==> config.mk <==
export PLATFORM = sky130hd
export DESIGN_NAME = pipeline_stall_ctrl
export DESIGN_NICKNAME = d
export VERILOG_FILES = /design/src/rtl/pipe_ctrl_pkg.sv /design/src/rtl/pipeline_stall_ctrl_sat_counter.sv /design/src/rtl/pipeline_stall_ctrl.sv
export SDC_FILE = /design/constraint.sdc
export NUM_CORES = 1
export LEC_CHECK = 0
export ABC_AREA = 1
export CORE_MARGIN = 4
export CORE_UTILIZATION = 48
export DETAILED_ROUTE_END_ITERATION = 7
export PLACE_DENSITY = 0.91
export SETUP_SLACK_MARGIN = 0.15
export SLEW_MARGIN = 25
export SYNTH_ARGS = -nofsm -noshare
export SYNTH_HDL_FRONTEND = slang
export SYNTH_SLANG_ARGS = --single-unit
==> constraint.sdc <==
create_clock -name clk -period 2 [get_ports clk]
set_input_delay 0.4 -clock clk [delete_from_list [all_inputs] [get_ports clk]]
set_output_delay 0.4 -clock clk [all_outputs]
set_load 0.005 [all_outputs]
==> src/rtl/pipe_ctrl_pkg.sv <==
// Shared encodings for the pipeline stall sequencer: controller state codes
// and the hard-wired zero register number.
package pipe_ctrl_pkg;

    localparam logic [1:0] ST_RUN  = 2'd0;
    localparam logic [1:0] ST_WAIT = 2'd1;
    localparam logic [1:0] ST_ERR  = 2'd2;

    localparam logic [4:0] REG_ZERO = 5'd0;

    typedef enum logic [1:0] {
        S_RUN  = ST_RUN,
        S_WAIT = ST_WAIT,
        S_ERR  = ST_ERR
    } ctrl_state_e;

endpackage

==> src/rtl/pipeline_stall_ctrl_sat_counter.sv <==
// Saturating up-counter with enable and asynchronous active-high reset;
// holds at all-ones instead of wrapping.
module sat_counter #(
    parameter int W = 16
) (
    input  logic         clk,
    input  logic         rst,
    input  logic         en,
    output logic [W-1:0] count
);

    localparam logic [W-1:0] CNT_MAX = {W{1'b1}};
    localparam logic [W-1:0] CNT_ONE = {{(W-1){1'b0}}, 1'b1};

    logic [W-1:0] count_r;

    // Count enabled cycles, sticking at the maximum value.
    always_ff @(posedge clk or posedge rst) begin
        if (rst) begin
            count_r <= {W{1'b0}};
        end else if (en && (count_r != CNT_MAX)) begin
            count_r <= count_r + CNT_ONE;
        end else begin
            count_r <= count_r;
        end
    end

    assign count = count_r;

endmodule

==> src/rtl/pipeline_stall_ctrl.sv <==
// Hazard and stall sequencer for the 5-stage pipeline: load-use bubbles,
// branch flushes and variable-latency data-memory waits with a timeout.
module pipeline_stall_ctrl
    import pipe_ctrl_pkg::*;
#(
    parameter int MEM_TIMEOUT = 64,
    parameter int CNT_W       = 16
) (
    input  logic             clk,
    input  logic             rst,
    input  logic [4:0]       ifid_rs,
    input  logic [4:0]       ifid_rt,
    input  logic             idex_mem_read,
    input  logic [4:0]       idex_rt,
    input  logic             branch_taken,
    input  logic             exmem_mem_read,
    input  logic             exmem_mem_write,
    input  logic             mem_ready,
    output logic             pc_write,
    output logic             ifid_write,
    output logic             ifid_flush,
    output logic             idex_write,
    output logic             idex_bubble,
    output logic             exmem_write,
    output logic             memwb_bubble,
    output logic             mem_req,
    output logic             mem_error,
    output logic [CNT_W-1:0] stall_cycles
);

    localparam int WCW = (MEM_TIMEOUT > 2) ? $clog2(MEM_TIMEOUT) : 1;
    localparam logic [WCW-1:0] WAIT_LAST = WCW'(MEM_TIMEOUT - 1);
    localparam logic [WCW-1:0] WAIT_ONE  = WCW'(1);
    localparam logic [WCW-1:0] WAIT_ZERO = WCW'(0);

    ctrl_state_e    state_r, stateNext_s;
    logic [WCW-1:0] waitCnt_r, waitCntNext_s;
    logic           memError_r, memErrorNext_s;

    logic access_s, memStall_s, luHaz_s, frozen_s;

    assign access_s   = exmem_mem_read | exmem_mem_write;
    assign memStall_s = access_s & ~mem_ready & (state_r != S_ERR);
    assign luHaz_s    = idex_mem_read & (idex_rt != REG_ZERO) &
                        ((idex_rt == ifid_rs) | (idex_rt == ifid_rt));
    assign frozen_s   = (state_r == S_ERR) | memStall_s;

    // Controller state, wait counter and sticky error flag.
    always_ff @(posedge clk or posedge rst) begin
        if (rst) begin
            state_r    <= S_RUN;
            waitCnt_r  <= WAIT_ZERO;
            memError_r <= 1'b0;
        end else begin
            state_r    <= stateNext_s;
            waitCnt_r  <= waitCntNext_s;
            memError_r <= memErrorNext_s;
        end
    end

    // Next-state logic for the memory-wait sequencer.
    always_comb begin
        stateNext_s    = state_r;
        waitCntNext_s  = waitCnt_r;
        memErrorNext_s = memError_r;
        case (state_r)
            S_RUN: begin
                if (memStall_s) begin
                    stateNext_s   = S_WAIT;
                    waitCntNext_s = WAIT_ONE;
                end else begin
                    stateNext_s   = S_RUN;
                end
            end
            S_WAIT: begin
                if (mem_ready) begin
                    stateNext_s   = S_RUN;
                    waitCntNext_s = WAIT_ZERO;
                end else if (waitCnt_r == WAIT_LAST) begin
                    stateNext_s    = S_ERR;
                    memErrorNext_s = 1'b1;
                end else begin
                    waitCntNext_s = waitCnt_r + WAIT_ONE;
                end
            end
            S_ERR: begin
                stateNext_s    = S_ERR;
                memErrorNext_s = 1'b1;
            end
            default: begin
                stateNext_s   = S_RUN;
                waitCntNext_s = WAIT_ZERO;
            end
        endcase
    end

    // Prioritised pipeline-register controls; everything is held off during reset.
    always_comb begin
        pc_write     = 1'b0;
        ifid_write   = 1'b0;
        ifid_flush   = 1'b0;
        idex_write   = 1'b0;
        idex_bubble  = 1'b0;
        exmem_write  = 1'b0;
        memwb_bubble = 1'b0;
        mem_req      = 1'b0;
        if (rst) begin
            mem_req = 1'b0;
        end else begin
            mem_req = access_s & (state_r != S_ERR);
            if (frozen_s) begin
                memwb_bubble = 1'b1;
            end else if (luHaz_s) begin
                idex_bubble = 1'b1;
                idex_write  = 1'b1;
                exmem_write = 1'b1;
            end else if (branch_taken) begin
                pc_write    = 1'b1;
                ifid_write  = 1'b1;
                ifid_flush  = 1'b1;
                idex_write  = 1'b1;
                exmem_write = 1'b1;
            end else begin
                pc_write    = 1'b1;
                ifid_write  = 1'b1;
                idex_write  = 1'b1;
                exmem_write = 1'b1;
            end
        end
    end

    assign mem_error = memError_r;

    sat_counter #(.W(CNT_W)) u_stallCnt (
        .clk   (clk),
        .rst   (rst),
        .en    (~pc_write & ~rst),
        .count (stall_cycles)
    );

endmodule
==> flow_summary.toml <==
[status]
status = "finished with violations"
failed_checks = "negative setup slack"

[timing]
fin_crit_sh = 1.02
timing.final.ws_setup_ps = -46.2
slew_headroom = 0.745
rsz0062_at_grt = "yes"
skew_ps = 2.11
setup_violations = 1
drv_slew = 0
finalHoldViolations = 0
finalCriticalPeriod_ps = 2050
tightest_slew_ps = 381
whs_ps = 503
fmax_mhz = 489

[pwr]
p_comb_frac = 0.398
vdd_drop_max_mv = 0.489
power.internal_uw = 941
powerDensity_nw_per_um2 = 511
p_leak_uw = 0.00145
switchingPower_uw = 523
p_clk_frac = 0.163
swShare = 0.357
pwr-share-seq = 0.439

[worst_setup_path]
path_delay_family = "buffers and inverters"
criticalPathCategory = "flip-flop to output port"
worstPathCellList = "inv_2 -> nand2_2 -> inv_2 -> nor2_4 -> inv_2 -> nor2_4 -> buf_6 -> buf_6 -> and3_4 -> buf_6"
reg2regPathDepth = 15
worst_ep_required_time_ps = 1600
cp-end-kind = "output port"
reg2reg_slack_ps = 10
slowest_delay_ps = 430
r2r_end = "u_stallCnt.count[14]"
arrival_ps = 1650
critPathLaunchType = "flip-flop"
r2r-start = "state_r[0]"
worst_path_max_delay_cell = "dfrtp_1"
critPathMaxFanout = 2
critPathBufInv = 6

[flow_run]
cap_violations = 0

[drt]
via_per_inst = 5.69
first_iter_violations = 368
vias = 2213
drc = 0
final_antenna_net_count = 0
avgRoutedWirePerCell_um = 18.8
routed_wl_um = 7330
first_pass_iters = 5

[cts]
path_clk_slew_ps = 140
clock-root-buffer = "clkbuf_4"
insertion_delay_ps = 330
cts_sinks = 25
clockBufferDepth = 2
numCtsBuffers = 3
cts.htree.levels = 1
cts_tree = "yes"

[synth]
netlist_top_cells_area = "dfrtp_1 (36%), nand2_1 (20%), inv_1 (8.5%)"
synth_largest_area_cell = "dfrtp_1"
synth_seq_cells = 25
yosysTopAreaCellShare = 0.362
yosysSeqAreaShare = 0.362
syn_inst = 260
ys_warn_count = 0
synthArstFlopShare = 1.00
synth_edf_count = 0
syn_area_um2 = 1730
synth_nets = 284
ys_types = 29
avgSynthCellArea_um2 = 6.65
synthFlopType = "dfrtp_1"

[worst_hold_path]
hp-class = "flip-flop to flip-flop"
hold_depth = 1
hold_end = "mem_error"
min_from = "mem_error"

[global_routing]
use_met1 = 0.264
antenna_found_initial = 0
top_usage_layer = "met2"
met3_usage = 0.0427
grt_pass1_wl_um = 8340
grt_pass1_vias = 1915
grt_max_degree = 26
track_usage = 0.238
use_met2 = 0.422
grt_overflow_total = 0

[place]
io_buffers = 46
routabilityCongestion = 0.832
dp_hpwl_um = 3170
place_area_um2 = 2330

[floorplanning]
row_count = 21
core_area_um2 = 3420
ios = 47
die_h_um = 68
dieArea_um2 = 4620
start_util = 0.506
die_w_um = 68

[layout]
fin_nets = 368
postLayoutCellArea_um2 = 2870
antennaDiodeCount = 0
area_growth_pct = 65.8
drive_above_1_share = 0.405
[metal layers]
layer / wire (um) / vias up / part of all wire
met3: 525 / 57 / 0.072
met2: 3660 / 159 / 0.50
met4: 539 / 0 / 0.074
met1: 2610 / 1032 / 0.36
met5: 0 / - / 0
li1: - / 965 / -
[repair_timing]
item	4_1_cts	5_1_grt
pin swaps	18	35
resized for setup	91	108
endpoints found under the setup margin	8	24
cloned	2	0
hold buffers	0	0
setup buffers	15	5
[layout make-up]
class / instances / area, um2
clock buffers: 3 / 22.5
clock inverters: 1 / 5.00
fillers: 151 / 551
inverters: 46 / 179
multi-input cells: 186 / 1160
flip-flops and latches: 25 / 626
well taps: 46 / 57.6
repair buffers: 82 / 820
[per-stage QoR]
step	TNS (ps)	power [uW]	cells	util	worst slack [ps]
after global placement	-3360	1040	363	0.683	-489
after CTS	0	1340	384	0.750	40.7
after floorplan	0	837	260	-	343
final	-46.2	1460	389	0.839	-46.2
after detailed placement	-3750	1060	363	0.683	-530
after global routing	-664	1530	389	0.839	-124
[power by group through the flow]
stage / Clock (uW) / Sequential (uW) / Combinational (uW)
finish: 239 / 643 / 583
global route: 257 / 649 / 627
CTS: 234 / 632 / 470
detailed placement: 0 / 640 / 420
global placement: 0 / 640 / 403
floorplan: 0 / 634 / 202
[registers in the layout, summed over array words and instances (netlist names)]
signal            count
u_stallCnt.count     16
waitCnt_r             6
state_r               2
mem_error             1
[Yosys cell counts (2+ instances only)]
library cell,n
ha_1,2
xnor2_1,2
a21oi_1,6
nand3_1,23
buf_4,2
nor2_1,23
nor2_2,5
nand4_1,3
dfrtp_1,25
inv_1,39
nor3_1,6
buf_6,2
inv_2,6
nand2_1,94
xor2_1,4
o21ai_0,5
[placed cells by master, fill, tap and decap left out, types with 2 or more instances in the layout]
cell / instances
a21oi_1: 6
buf_12: 2
buf_2: 2
buf_4: 16
buf_6: 24
buf_8: 4
clkbuf_2: 7
clkbuf_4: 3
clkdlybuf4s15_1: 2
clkdlybuf4s50_1: 19
dfrtp_1: 25
dlygate4sd2_1: 4
ha_1: 2
inv_1: 33
inv_2: 11
nand2_1: 60
nand2_2: 27
nand2_4: 9
nand3_1: 17
nand3_2: 6
nand4_1: 3
nor2_1: 16
nor2_2: 4
nor2_4: 9
nor3_1: 4
nor3_2: 2
o21ai_0: 4
xnor2_1: 2
xor2_1: 4
[worst register-to-register path, stage by stage, from the launching register on]
cell and delay (ps):
dfrtp_1 430, inv_2 80, nand2_2 70, inv_2 80
nor2_4 40, buf_4 130, buf_6 100, buf_6 120
nor2_4 100, buf_6 110, clkinvlp_4 130, nand2_8 150
buf_12 140, nand2_4 50, nand2_2 80, nand2_1 70
[logic make-up after synthesis]
group           Yosys count  share of synthesized area
compound gates           13                     0.0442
xor+xnor                  6                     0.0304
fa+ha+maj                 2                     0.0145
buf+inv                  50                      0.122
flops                    25                      0.362
simple gates            164                      0.427
[worst max-delay path by stage]
stage               slack (ps)  cells after the start  startpoint             endpoint
global placement          -490                     10  idex_rt[4]          idex_bubble
CTS                         40                     10  state_r[0]           ifid_flush
finish                     -50                     10  state_r[0]           ifid_flush
detailed placement        -530                     10  idex_rt[4]          idex_bubble
floorplan                  340                      7         rst  u_stallCnt.count[7]
global route              -120                     10  state_r[0]           ifid_flush
No activity file was read; power rests on OpenSTA's default activity.
